File: config.mk
export PLATFORM = sky130hd
export DESIGN_NAME = disp_scheduler_flat
export DESIGN_NICKNAME = d
export VERILOG_FILES = /design/src/rtl/disp_scheduler_if.sv /design/src/rtl/disp_scheduler.sv /design/src/flat_wrapper.sv
export SDC_FILE = /design/constraint.sdc
export NUM_CORES = 1
export LEC_CHECK = 0
export CAP_MARGIN = 25
export CORE_ASPECT_RATIO = 0.5
export CORE_UTILIZATION = 60
export CTS_CLUSTER_SIZE = 28
export DETAILED_ROUTE_END_ITERATION = 10
export DONT_BUFFER_PORTS = 1
export PLACE_DENSITY = 0.76
export SLEW_MARGIN = 20
export SYNTH_ARGS = -nofsm -noshare
export SYNTH_HDL_FRONTEND = slang
export SYNTH_SLANG_ARGS = --single-unit
File: constraint.sdc
create_clock -name clk_1Khz -period 2.8 [get_ports clk_1Khz]
set_input_delay 0.56 -clock clk_1Khz [delete_from_list [all_inputs] [get_ports clk_1Khz]]
set_output_delay 0.56 -clock clk_1Khz [all_outputs]
set_load 0.1 [all_outputs]
File: src/rtl/disp_scheduler_if.sv
// Handshake and display bus between the cook-control FSM, disp_scheduler and the digit-scan stage.
interface disp_scheduler_if;
  logic       run;
  logic [9:0] time_bin;
  logic [9:0] temp_bin;
  logic       alarm_req;
  logic       alarm_ack;
  logic [3:0] disp_data_7;
  logic [3:0] disp_data_6;
  logic [3:0] disp_data_4;
  logic [1:0] disp_src;

  modport master (
    output run, time_bin, temp_bin, alarm_req,
    input  alarm_ack, disp_data_7, disp_data_6, disp_data_4, disp_src
  );

  modport slave (
    input  run, time_bin, temp_bin, alarm_req,
    output alarm_ack, disp_data_7, disp_data_6, disp_data_4, disp_src
  );
endinterface

File: src/rtl/disp_scheduler.sv
// Picks the time/temperature/alarm view for digits 7/6/4 and converts it to BCD by double-dabble.
// Define DISP_LEADING_ZERO_BLANK_EN to blank leading zeros on the hundreds and tens digits.
module disp_scheduler #(
  parameter int unsigned TIME_MS  = 2000,
  parameter int unsigned TEMP_MS  = 1000,
  parameter int unsigned REFRESH  = 100,
  parameter int unsigned BLINK_MS = 250,
  parameter int unsigned ALARM_MS = 3000
) (
  input logic             clk_1Khz,
  input logic             rst,
  disp_scheduler_if.slave bus
);
  localparam int unsigned DWELL_W = $clog2(TIME_MS + TEMP_MS + ALARM_MS + 2);
  localparam int unsigned REF_W   = $clog2(REFRESH + 1);
  localparam int unsigned BLINK_W = $clog2(BLINK_MS + 1);

  typedef enum logic [1:0] {
    S_IDLE  = 2'b00,
    S_TIME  = 2'b01,
    S_TEMP  = 2'b10,
    S_ALARM = 2'b11
  } state_t;

  state_t             st, st_nxt;
  logic [DWELL_W-1:0] dwell;
  logic [REF_W-1:0]   ref_cnt;
  logic [BLINK_W-1:0] blink_cnt;
  logic               blink_off;
  logic               busy, load_ph;
  logic [3:0]         shift_cnt;
  logic [21:0]        sh, sh_adj;
  logic [3:0]         dig_h, dig_t, dig_u;
  logic               state_chg, tick, start;
  logic [9:0]         src_val, src_sat;
  logic               blank_h, blank_t;

  // Next state and outputs; alarm_req pre-empts every non-alarm state.
  always_comb begin
    st_nxt = st;
    unique case (st)
      S_IDLE:
        if (bus.alarm_req)                          st_nxt = S_ALARM;
        else if (bus.run)                           st_nxt = S_TIME;
      S_TIME:
        if (bus.alarm_req)                          st_nxt = S_ALARM;
        else if (!bus.run)                          st_nxt = S_IDLE;
        else if (dwell == DWELL_W'(TIME_MS - 1))    st_nxt = S_TEMP;
      S_TEMP:
        if (bus.alarm_req)                          st_nxt = S_ALARM;
        else if (!bus.run)                          st_nxt = S_IDLE;
        else if (dwell == DWELL_W'(TEMP_MS - 1))    st_nxt = S_TIME;
      S_ALARM:
        if (dwell == DWELL_W'(ALARM_MS))            st_nxt = S_IDLE;
    endcase

    bus.alarm_ack = (st == S_ALARM) && (dwell == DWELL_W'(ALARM_MS));
    bus.disp_src  = st;
    if (st == S_ALARM) begin
      bus.disp_data_7 = blink_off ? 4'hF : 4'h0;
      bus.disp_data_6 = blink_off ? 4'hF : 4'h0;
      bus.disp_data_4 = blink_off ? 4'hF : 4'h0;
    end else begin
      bus.disp_data_7 = dig_h;
      bus.disp_data_6 = dig_t;
      bus.disp_data_4 = dig_u;
    end
  end

  // Sample control and one double-dabble adjust step.
  always_comb begin
    state_chg = (st_nxt != st);
    tick      = (ref_cnt == REF_W'(REFRESH - 1));
    src_val   = (st_nxt == S_TEMP) ? bus.temp_bin : bus.time_bin;
    src_sat   = (src_val > 10'd999) ? 10'd999 : src_val;
    start     = (st_nxt != S_ALARM) && (state_chg || (tick && !busy));
    sh_adj    = sh;
    for (int unsigned i = 0; i < 3; i++)
      if (sh[10 + 4*i +: 4] >= 4'd5) sh_adj[10 + 4*i +: 4] = sh[10 + 4*i +: 4] + 4'd3;
`ifdef DISP_LEADING_ZERO_BLANK_EN
    blank_h = (sh[21:18] == 4'd0);
    blank_t = blank_h && (sh[17:14] == 4'd0);
`else
    blank_h = 1'b0;
    blank_t = 1'b0;
`endif
  end

  always_ff @(posedge clk_1Khz or negedge rst) begin
    if (!rst) begin
      st        <= S_IDLE;
      dwell     <= '0;
      ref_cnt   <= '0;
      blink_cnt <= '0;
      blink_off <= 1'b0;
    end else begin
      st      <= st_nxt;
      dwell   <= state_chg ? '0 : dwell + DWELL_W'(1);
      ref_cnt <= (state_chg || tick) ? '0 : ref_cnt + REF_W'(1);
      if (state_chg) begin
        blink_cnt <= '0;
        blink_off <= 1'b0;
      end else if (st == S_ALARM) begin
        if (blink_cnt == BLINK_W'(BLINK_MS - 1)) begin
          blink_cnt <= '0;
          blink_off <= ~blink_off;
        end else begin
          blink_cnt <= blink_cnt + BLINK_W'(1);
        end
      end
    end
  end

  // A state change restarts the converter with the new view's value, dropping any pending load.
  always_ff @(posedge clk_1Khz or negedge rst) begin
    if (!rst) begin
      busy      <= 1'b0;
      load_ph   <= 1'b0;
      shift_cnt <= '0;
      sh        <= '0;
      dig_h     <= '0;
      dig_t     <= '0;
      dig_u     <= '0;
    end else begin
      if (start) begin
        sh        <= {12'b0, src_sat};
        shift_cnt <= '0;
        busy      <= 1'b1;
        load_ph   <= 1'b0;
      end else if (state_chg) begin
        busy    <= 1'b0;
        load_ph <= 1'b0;
      end else if (busy) begin
        if (load_ph) begin
          dig_h   <= blank_h ? 4'hF : sh[21:18];
          dig_t   <= blank_t ? 4'hF : sh[17:14];
          dig_u   <= sh[13:10];
          busy    <= 1'b0;
          load_ph <= 1'b0;
        end else begin
          sh        <= {sh_adj[20:0], 1'b0};
          shift_cnt <= shift_cnt + 4'd1;
          if (shift_cnt == 4'd9) load_ph <= 1'b1;
        end
      end
      if (st == S_ALARM) begin
        dig_h <= '0;
        dig_t <= '0;
        dig_u <= '0;
      end
    end
  end
endmodule

File: src/flat_wrapper.sv
// flat-port wrapper written by rule: the top's interface ports become plain ports
module disp_scheduler_flat 
#(
  parameter int unsigned TIME_MS  = 2000,
  parameter int unsigned TEMP_MS  = 1000,
  parameter int unsigned REFRESH  = 100,
  parameter int unsigned BLINK_MS = 250,
  parameter int unsigned ALARM_MS = 3000
)
  (clk_1Khz, rst, bus_run, bus_time_bin, bus_temp_bin, bus_alarm_req, bus_alarm_ack, bus_disp_data_7, bus_disp_data_6, bus_disp_data_4, bus_disp_src);
  disp_scheduler_if bus_i ();
  input logic clk_1Khz;
  input logic rst;
  input wire logic [$bits(bus_i.run)-1:0] bus_run;
  input wire logic [$bits(bus_i.time_bin)-1:0] bus_time_bin;
  input wire logic [$bits(bus_i.temp_bin)-1:0] bus_temp_bin;
  input wire logic [$bits(bus_i.alarm_req)-1:0] bus_alarm_req;
  output wire logic [$bits(bus_i.alarm_ack)-1:0] bus_alarm_ack;
  output wire logic [$bits(bus_i.disp_data_7)-1:0] bus_disp_data_7;
  output wire logic [$bits(bus_i.disp_data_6)-1:0] bus_disp_data_6;
  output wire logic [$bits(bus_i.disp_data_4)-1:0] bus_disp_data_4;
  output wire logic [$bits(bus_i.disp_src)-1:0] bus_disp_src;
  assign bus_i.run = bus_run;
  assign bus_i.time_bin = bus_time_bin;
  assign bus_i.temp_bin = bus_temp_bin;
  assign bus_i.alarm_req = bus_alarm_req;
  assign bus_alarm_ack = bus_i.alarm_ack;
  assign bus_disp_data_7 = bus_i.disp_data_7;
  assign bus_disp_data_6 = bus_i.disp_data_6;
  assign bus_disp_data_4 = bus_i.disp_data_4;
  assign bus_disp_src = bus_i.disp_src;
  disp_scheduler #(.TIME_MS(TIME_MS), .TEMP_MS(TEMP_MS), .REFRESH(REFRESH), .BLINK_MS(BLINK_MS), .ALARM_MS(ALARM_MS)) u_core (.clk_1Khz(clk_1Khz), .rst(rst), .bus(bus_i));
endmodule
# After elaboration in Yosys (flattened, before gate mapping)
# Cells that the tools add are included.
classes:
  add_sub_neg: 7
  multipliers: 0
  n_div: 0
  magnitude_cmp: 4
  eq_ne: 16
  shift: 0
  muxes: 59
  bitwise: 1
  reduce_logical: 16
op_table:
  columns: ["op", "n"]
  rows:
  - ["4-bit 2-to-1 mux", 25]
  - ["22-bit 2-to-1 mux", 4]
  - ["8-bit 2-to-1 mux", 3]
  - ["10-bit 2-to-1 mux", 2]
  - ["2-bit 2-to-1 mux", 9]
  - ["13-bit by 1-bit adder with 13-bit output (second input constant)", 1]
  - ["13-bit by 10-bit == test with 1-bit output (second input constant)", 1]
  - ["13-bit by 11-bit == test with 1-bit output (second input constant)", 1]
  - ["13-bit by 12-bit == test with 1-bit output (second input constant)", 1]
  - ["13-bit 2-to-1 mux", 1]
  - ["4-bit by 3-bit greater-or-equal comparator with 1-bit output (second input constant)", 3]
  - ["1-bit 2-to-1 mux", 12]
  - ["10-bit > comparator (second input constant)", 1]
  - ["2-bit != test (second input constant)", 5]
  - ["2-bit nonzero test", 5]
  - ["4-bit by 2-bit adder with 4-bit output (second input constant)", 2]
  - ["8-bit by 1-bit adder with 8-bit output (second input constant)", 1]
  - ["8-bit == test (second input constant)", 1]
  - ["2-bit one-hot mux with 4 select lines", 1]
  - ["7-bit by 1-bit adder with 7-bit output (second input constant)", 1]
  - ["7-bit == test (second input constant)", 1]
  - ["7-bit 2-to-1 mux", 1]
  - ["2-bit == test (second input constant)", 3]
  - ["4-bit by 1-bit adder with 4-bit output (second input constant)", 1]
  - ["other kinds (14)", 17]
totals:
  reg_bits: 71
  latch_bits: 0
  mem_bits_rw: 0
  mem_bits_ro: 0
  inputBits: 24
  word_cells: 115
  memories: 0

# Longest topological paths before layout
# Gate-level depths: netlist (run 1).
logic_depth:
  depth_word: 10
  mapped_depth: 10

# Worst setup path after synthesis (run 1)
# OpenSTA, ideal clock, no wires.
synth_path:
  kind: "flip-flop to flip-flop"
  from: "register u_core.st[0], in the netlist u_core.bus.disp_src[0]"
  to: "register u_core.sh[3]"
  setup_time_ps: 130
  t_arrival_ps: 3441
  required_ps: 2670
  path_slack_ps: -771
  stages_incl_launch_ff: 9
  n_path_buf: 3
  synth_period_minus_slack_ps: 3571
  path_cell_list: "dfrtp_1 buf_2 nand2_2 nor4_4 o21bai_2 o32a_1 buf_6 buf_2 a31oi_1"
synth_between:
  elab_chain_len: 9
synth_rtl:
  columns: ["element", "line_no", "text"]
  rows:
  - ["from (decl)", "disp_scheduler.sv:25", "state_t st, st_nxt;"]
  - ["from (signal assigned)", "disp_scheduler.sv:97", "st <= st_nxt;"]
  - ["2-bit 2-to-1 mux, on equally long branches", "disp_scheduler.sv:52, disp_scheduler.sv:48", null]
  - ["2-bit 2-to-1 mux, on equally long branches", "disp_scheduler.sv:51, disp_scheduler.sv:47", null]
  - ["2-bit 2-to-1 mux, on equally long branches", "disp_scheduler.sv:50, disp_scheduler.sv:46", null]
  - ["2-bit one-hot mux with 4 select lines", "disp_scheduler.sv:41", "unique case (st)"]
  - ["2-bit == test / 2-bit != test (equally long branches)", "disp_scheduler.sv:74, disp_scheduler.sv:72", null]
  - ["10-bit 2-to-1 mux / 1-bit logical OR (equally long branches)", "disp_scheduler.sv:74, disp_scheduler.sv:76", null]
  - ["10-bit > comparator / 1-bit logical AND (equally long branches)", "disp_scheduler.sv:75, disp_scheduler.sv:76", null]
  - ["10-bit 2-to-1 mux (tied with other cells)", "disp_scheduler.sv:75", "src_sat = (src_val > 10'd999) ? 10'd999 : src_val;"]
  - ["22-bit 2-to-1 mux / 3-bit AND reduction (equally long branches)", null, null]
  - ["to (signal assigned)", "disp_scheduler.sv:126", "sh <= {12'b0, src_sat};"]
  - ["to (signal assigned)", "disp_scheduler.sv:141", "sh <= {sh_adj[20:0], 1'b0};"]
  - ["to (decl)", "disp_scheduler.sv:32", "logic [21:0] sh, sh_adj;"]
# Several ways; a longest one is shown, not always the timed one.
# A chain may end at the register's enable or synchronous reset.

# Worst setup path after layout (run 1)
layout_path:
  from: "register u_core.st[1], in the netlist u_core.bus.disp_src[1]"
  to: "output bus_disp_data_6[0]"
layout_between:
  elab_chain_len: 2
layout_rtl:
  columns: ["element", "line_no", "text"]
  rows:
  - ["2-bit == test", "disp_scheduler.sv:59", "if (st == S_ALARM) begin"]
  - ["4-bit 2-to-1 mux", "disp_scheduler.sv:59", null]
  - ["to (decl)", "flat_wrapper.sv:20", "output wire logic [$bits(bus_i.disp_data_6)-1:0] bus_disp_data_6;"]
# No other way between the ends.

==> results.ini, run 1 <==
[global_route]
grt_pass1_wl_um=14600
grt_max_degree=72
grt_pass1_vias=3115
overflow=0
track_usage_pct=27.0
antenna_found_initial=0

[yosys]
yosysTopAreaCellShare_pct=44.2
yosysUniqueCellTypes=58
yosysWarnings=0
postSynthAreaPerCell_um2=9.42
async_flop_share_pct=100
yosys.area.top_type=dfrtp_1
synth_nets=464
seq_area_frac_synth_pct=44.2
synth-seq-cells=71
synth_edf_count=0
synthTopCellsByArea=dfrtp_1, nor2_1, ha_1, nand2_1, a21oi_1
syn_area_um2=4020
ys.flop_type=dfrtp_1
syn_inst=427

[power]
power_density_nw_per_um2=971
peakVddDrop_mv=0.524
power_w=0.00445
p_leak_nw=2.04

[cts]
clkTransAtPathRegs_ns=0.06
postCtsSetupBuffers=0
clkSinkCount=71
cts-root-buf=clkbuf_16
cts_tree=yes
htree_levels=3
clock_latency_ns=0.34
cts.path.max_buffers=2
cts_buffers=9

[detailed_routing]
ant_nets=0
drc=0
finalWirelength_um=8650
via_per_inst=5.94
wl_per_cell_um=16.2
dr.pass1.iters=5
dr.first_iter.drc_count=211
vias=3166

[final_layout]
nets=477
nFillCells=457
drive_gt1_share_pct=13.9
final_area_um2=4580
final_cell_mix=dfrtp_1, nor2_1, nand2_1, a21oi_1, buf_4
layout_commonest_cell=dfrtp_1
diodes=0
syn2layout_area_growth_pct=13.9
fin_cells=533

[die]
std_cell_rows=20
die_area_um2=7060
start_util_pct=64.3
ios=39
die_x_um=118
coreArea_um2=6260
die_y_um=59.9

[placement]
place_ws_ns=0.391
dpl.hpwl_um=5860
postPlaceCellArea_um2=4230
dp_cells=516
port_buffers=0
gp_congestion=0.856

[timing]
setup_viol=0
hold_viol=0
fin_worst_skew_ns=0.00551
tns_ns=0
slew_violations=0
rsz0062_at_grt=false
finalCritPeriodShare_pct=93.4
tightest_slew_ns=0.548
relSlewSlack_pct=63.5
max_freq_mhz=383
finalWorstPathRequiredPeriod_ns=2.61
setup_ws_ns=0.186

[worst_hold_path]
hp-class=input port to async pin

[worst_setup_path]
crit_fanout=12
crit_required_ns=2.24
start_kind=flip-flop
cp.arrival_ns=2.05
path_class=flip-flop to output port
end_kind=output port

[job]
cap_violations=0

[status]
status=complete, no violations

==> cells in the mapped netlist, types with 5 or more instances <==
library cell and number:
a211oi_1 9, a21o_1 13, a21oi_1 27, a31oi_1 9
and2_1 9, and3_1 9, buf_2 7, clkbuf_1 6
dfrtp_1 71, ha_1 13, inv_1 17, mux2i_1 12
nand2_1 37, nand2b_1 5, nand3_1 17, nand4_1 8
nor2_1 61, nor3_1 8, o21ai_0 15, xnor2_1 14
xor2_1 9
==> cell type report <==
cell class	instances	area [µm²]	area share (%)
Multi-Input combinational cell	319	2100	45.7
Sequential cell	71	1780	38.9
Clock buffer	10	239	5.22
Timing Repair Buffer	22	205	4.48
Tap cell	88	110	2.40
Clock inverter	6	83.8	1.83
Inverter	17	63.8	1.39
==> sequential cells by signal, summed over array words and instances, names as in the netlist, 2 cells and up <==
signal / count
u_core.dwell: 13
u_core.sh: 22
u_core.ref_cnt: 7
u_core.dig_h: 4
u_core.dig_t: 4
u_core.bus.disp_src: 2
u_core.shift_cnt: 4
u_core.dig_u: 4
u_core.blink_cnt: 8
==> routing by layer <==
layer | up-vias | global-route usage, % | part of all wire, %
met2 | 90 | 46.8 | 49
met1 | 1530 | 33.4 | 45
met4 | 0 | 11.2 | 1.5
li1 | 1528 | - | -
met3 | 18 | 6.39 | 5.0
met5 | - | 0 | 0
==> cell families after synthesis <==
logic type               synth area share [%]
XOR/XNOR                                 5.01
buffers and inverters                    4.73
AND/OR/NAND/NOR                          22.8
adder cells (fa/ha/maj)                  4.04
flip-flops                               44.2
multiplexers                             3.73
AO/OA/AOI/OAI                            15.5
==> through the flow <==
| stage | hold slack (ns) | util, % |
|---|---|---|
| floorplan | 0.264 | - |
| global placement | 0.266 | 67.6 |
| global route | 0.137 | 73.2 |
| finish | 0.100 | 73.2 |
| detailed placement | 0.266 | 67.6 |
| CTS | 0.122 | 73.2 |
==> critical path, cell delays in order, from the launching register on <==
cell,delay [ns]
dfrtp_4,0.70
and3_1,0.58
a21o_1,0.14
buf_4,0.28
==> final timing paths <==
kind                                   startpoint                     end  slack (ns)  cells after the start
setup / recovery           u_core.bus.disp_src[1]      bus_disp_data_6[0]        0.19                      3
hold / removal                                rst         u_core.dig_h[1]        0.10                      1
setup reg to reg                  u_core.dwell[0]            u_core.sh[1]        0.36                      7
hold reg to reg                 u_core.ref_cnt[0]       u_core.ref_cnt[0]        0.46                      1
max in group asynchronous                     rst  u_core.bus.disp_src[0]        2.38                      1
min in group clk_1Khz                     bus_run  u_core.bus.disp_src[1]        0.37                      2
==> power by group <==
group | internal, W | leakage, nW | switching (W)
clock network | 0.000800 | 0.162 | 0.000428
registers | 0.00135 | 0.912 | 0.000375
logic | 0.000590 | 0.965 | 0.000907
==> what timing repair did <==
| action | 4_1_cts | 5_1_grt |
|---|---|---|
| hold buffers | 1 | 0 |
| resized for setup | 0 | 0 |
| hold endpoints to repair | 71 | 0 |
Note: power is estimated with default switching activity, not from simulation.
==> run 2, diff against run 1 <==
--- a/config.mk
+++ b/config.mk
@@ -12,6 +12,7 @@
 export DETAILED_ROUTE_END_ITERATION = 10
 export DONT_BUFFER_PORTS = 1
 export PLACE_DENSITY = 0.76
+export RECOVER_POWER = 100
 export SLEW_MARGIN = 20
 export SYNTH_ARGS = -nofsm -noshare
 export SYNTH_HDL_FRONTEND = slang
==> results.ini, run 2 (synthesized netlist as in run 1, its figures left out) <==
[placement]
port_buffers=0
postPlaceCellArea_um2=4230
dpl.hpwl_um=5860
place_ws_ns=0.391
dp_cells=516
gp_congestion=0.856

[final_layout]
syn2layout_area_growth_pct=12.0
layout_commonest_cell=dfrtp_1
final_cell_mix=dfrtp_1, nor2_1, nand2_1, a21oi_1
reg_top3=u_core.sh (22), u_core.dwell (13), u_core.blink_cnt (8)
utilization_pct=72.0
regMostFlops=u_core.sh
diodes=0
final_area_um2=4510
nets=477
largest_reg_flops=22
fin_cells=533
drive_gt1_share_pct=12.4

[die]
die_y_um=59.9
start_util_pct=64.3
std_cell_rows=20
die_x_um=118
ios=39
die_area_um2=7060
coreArea_um2=6260

[worst_setup_path]
crit_fanout=12
start_kind=flip-flop
critPathMaxStageDelay_ns=0.70
cp_cell_sequence=and3_1, a21o_1, clkbuf_4
end_kind=output port
reg2regPathDepth=6
cp.arrival_ns=2.09
path_class=flip-flop to output port
cp_slowest_cell=dfrtp_4
r2r_start=u_core.bus.disp_src[0]
reg2reg_to=u_core.ref_cnt[6]
crit_required_ns=2.24
rrSetupSlack_ns=0.24

[power]
power_density_nw_per_um2=986
p_leak_nw=2.01
peakVddDrop_mv=0.523

[detailed_routing]
finalWirelength_um=8680
wl_per_cell_um=16.3
drc=0
dr.first_iter.drc_count=223
vias=3182
dr.pass1.iters=5
ant_nets=0
via_per_inst=5.97

[cts]
cts-root-buf=clkbuf_16
postCtsSetupBuffers=0
cts_buffers=9
clock_latency_ns=0.33
clkSinkCount=71
clkTransAtPathRegs_ns=0.06
htree_levels=3
cts.path.max_buffers=2
cts_tree=yes

[global_route]
overflow=0
track_usage_pct=27.0
antenna_found_initial=0
grt_pass1_wl_um=14600
grt_pass1_vias=3115
grt_max_degree=72

[worst_hold_path]
hp-class=input port to flip-flop
hold_end=u_core.bus.disp_src[1]
min-delay-start=bus_run
hold_depth=2

[timing]
slew_violations=72
finalWorstPathRequiredPeriod_ns=2.65
hold_viol=0
setup_ws_ns=0.150
finalCritPeriodShare_pct=94.6
rsz0062_at_grt=false
fin_hold_ws_ns=0.370
setup_viol=0
fin_worst_skew_ns=0.00551
relSlewSlack_pct=-15.8
max_freq_mhz=377
tightest_slew_ns=1.74

[status]
status=complete, but fails checks
violations=max-capacitance violations, max-slew violations

[job]
cap_violations=1

## run 2: cell types whose count changed in the layout (fill, tap and decap cells not counted), sizes merged
cell and change:
buf -17, clkbuf +17
## run 2: worst max path at each step
stage                     slack, ns                    from  cells past startpoint                  to
after floorplan               -0.11  u_core.bus.disp_src[1]                      9        u_core.sh[9]
after global placement         0.45  u_core.bus.disp_src[0]                      7       u_core.sh[18]
after detailed placement       0.39         u_core.dwell[0]                      7        u_core.sh[1]
after CTS                      0.20  u_core.bus.disp_src[1]                      3  bus_disp_data_7[2]
after global routing           0.06         u_core.dwell[0]                      7        u_core.sh[2]
final                          0.15  u_core.bus.disp_src[1]                      3  bus_disp_data_6[0]
## run 2: per-layer routing
layer	track usage [%]	vias up	share of wire [%]	routed length [µm]
met5	0	-	0	0
met4	11.2	0	1.0	88
met3	6.39	10	5.7	493
met2	46.8	97	50	4310
met1	33.4	1544	44	3790
li1	-	1531	-	-
## run 2: timing repair
item / 4_1_cts / 5_1_grt
endpoints found under the hold margin: 71 / 0
resized for setup: 0 / 0
hold buffers: 1 / 0
## run 2: power by group
part | internal (W) | switching [W] | total, W
Clock | 0.000800 | 0.000428 | 0.00123
Sequential | 0.00135 | 0.000380 | 0.00173
Combinational | 0.000581 | 0.000904 | 0.00148
## run 2: critical path, delay by kind of cell (launching register included)
family | cells | cell delay (ns)
DFF | 1 | 0.70
and+or+nand+nor | 1 | 0.59
AOI/OAI and AO/OA | 1 | 0.14
buffers and inverters | 1 | 0.32
## run 2: through the flow
stage	total power [W]	setup TNS [ns]
final	0.00444	0
after CTS	0.00446	0
after detailed placement	0.00319	0
after global placement	0.00308	0
after global routing	0.00472	0
after floorplan	0.00286	-2.32
## run 2: final cells by class
type | count | area (µm²)
clock inverters | 6 | 83.8
inverters | 17 | 63.8
multi-input cells | 319 | 2050
repair buffers | 22 | 171
clock buffers | 10 | 239
flip-flops and latches | 71 | 1780
fillers | 472 | 1750
well taps | 88 | 110
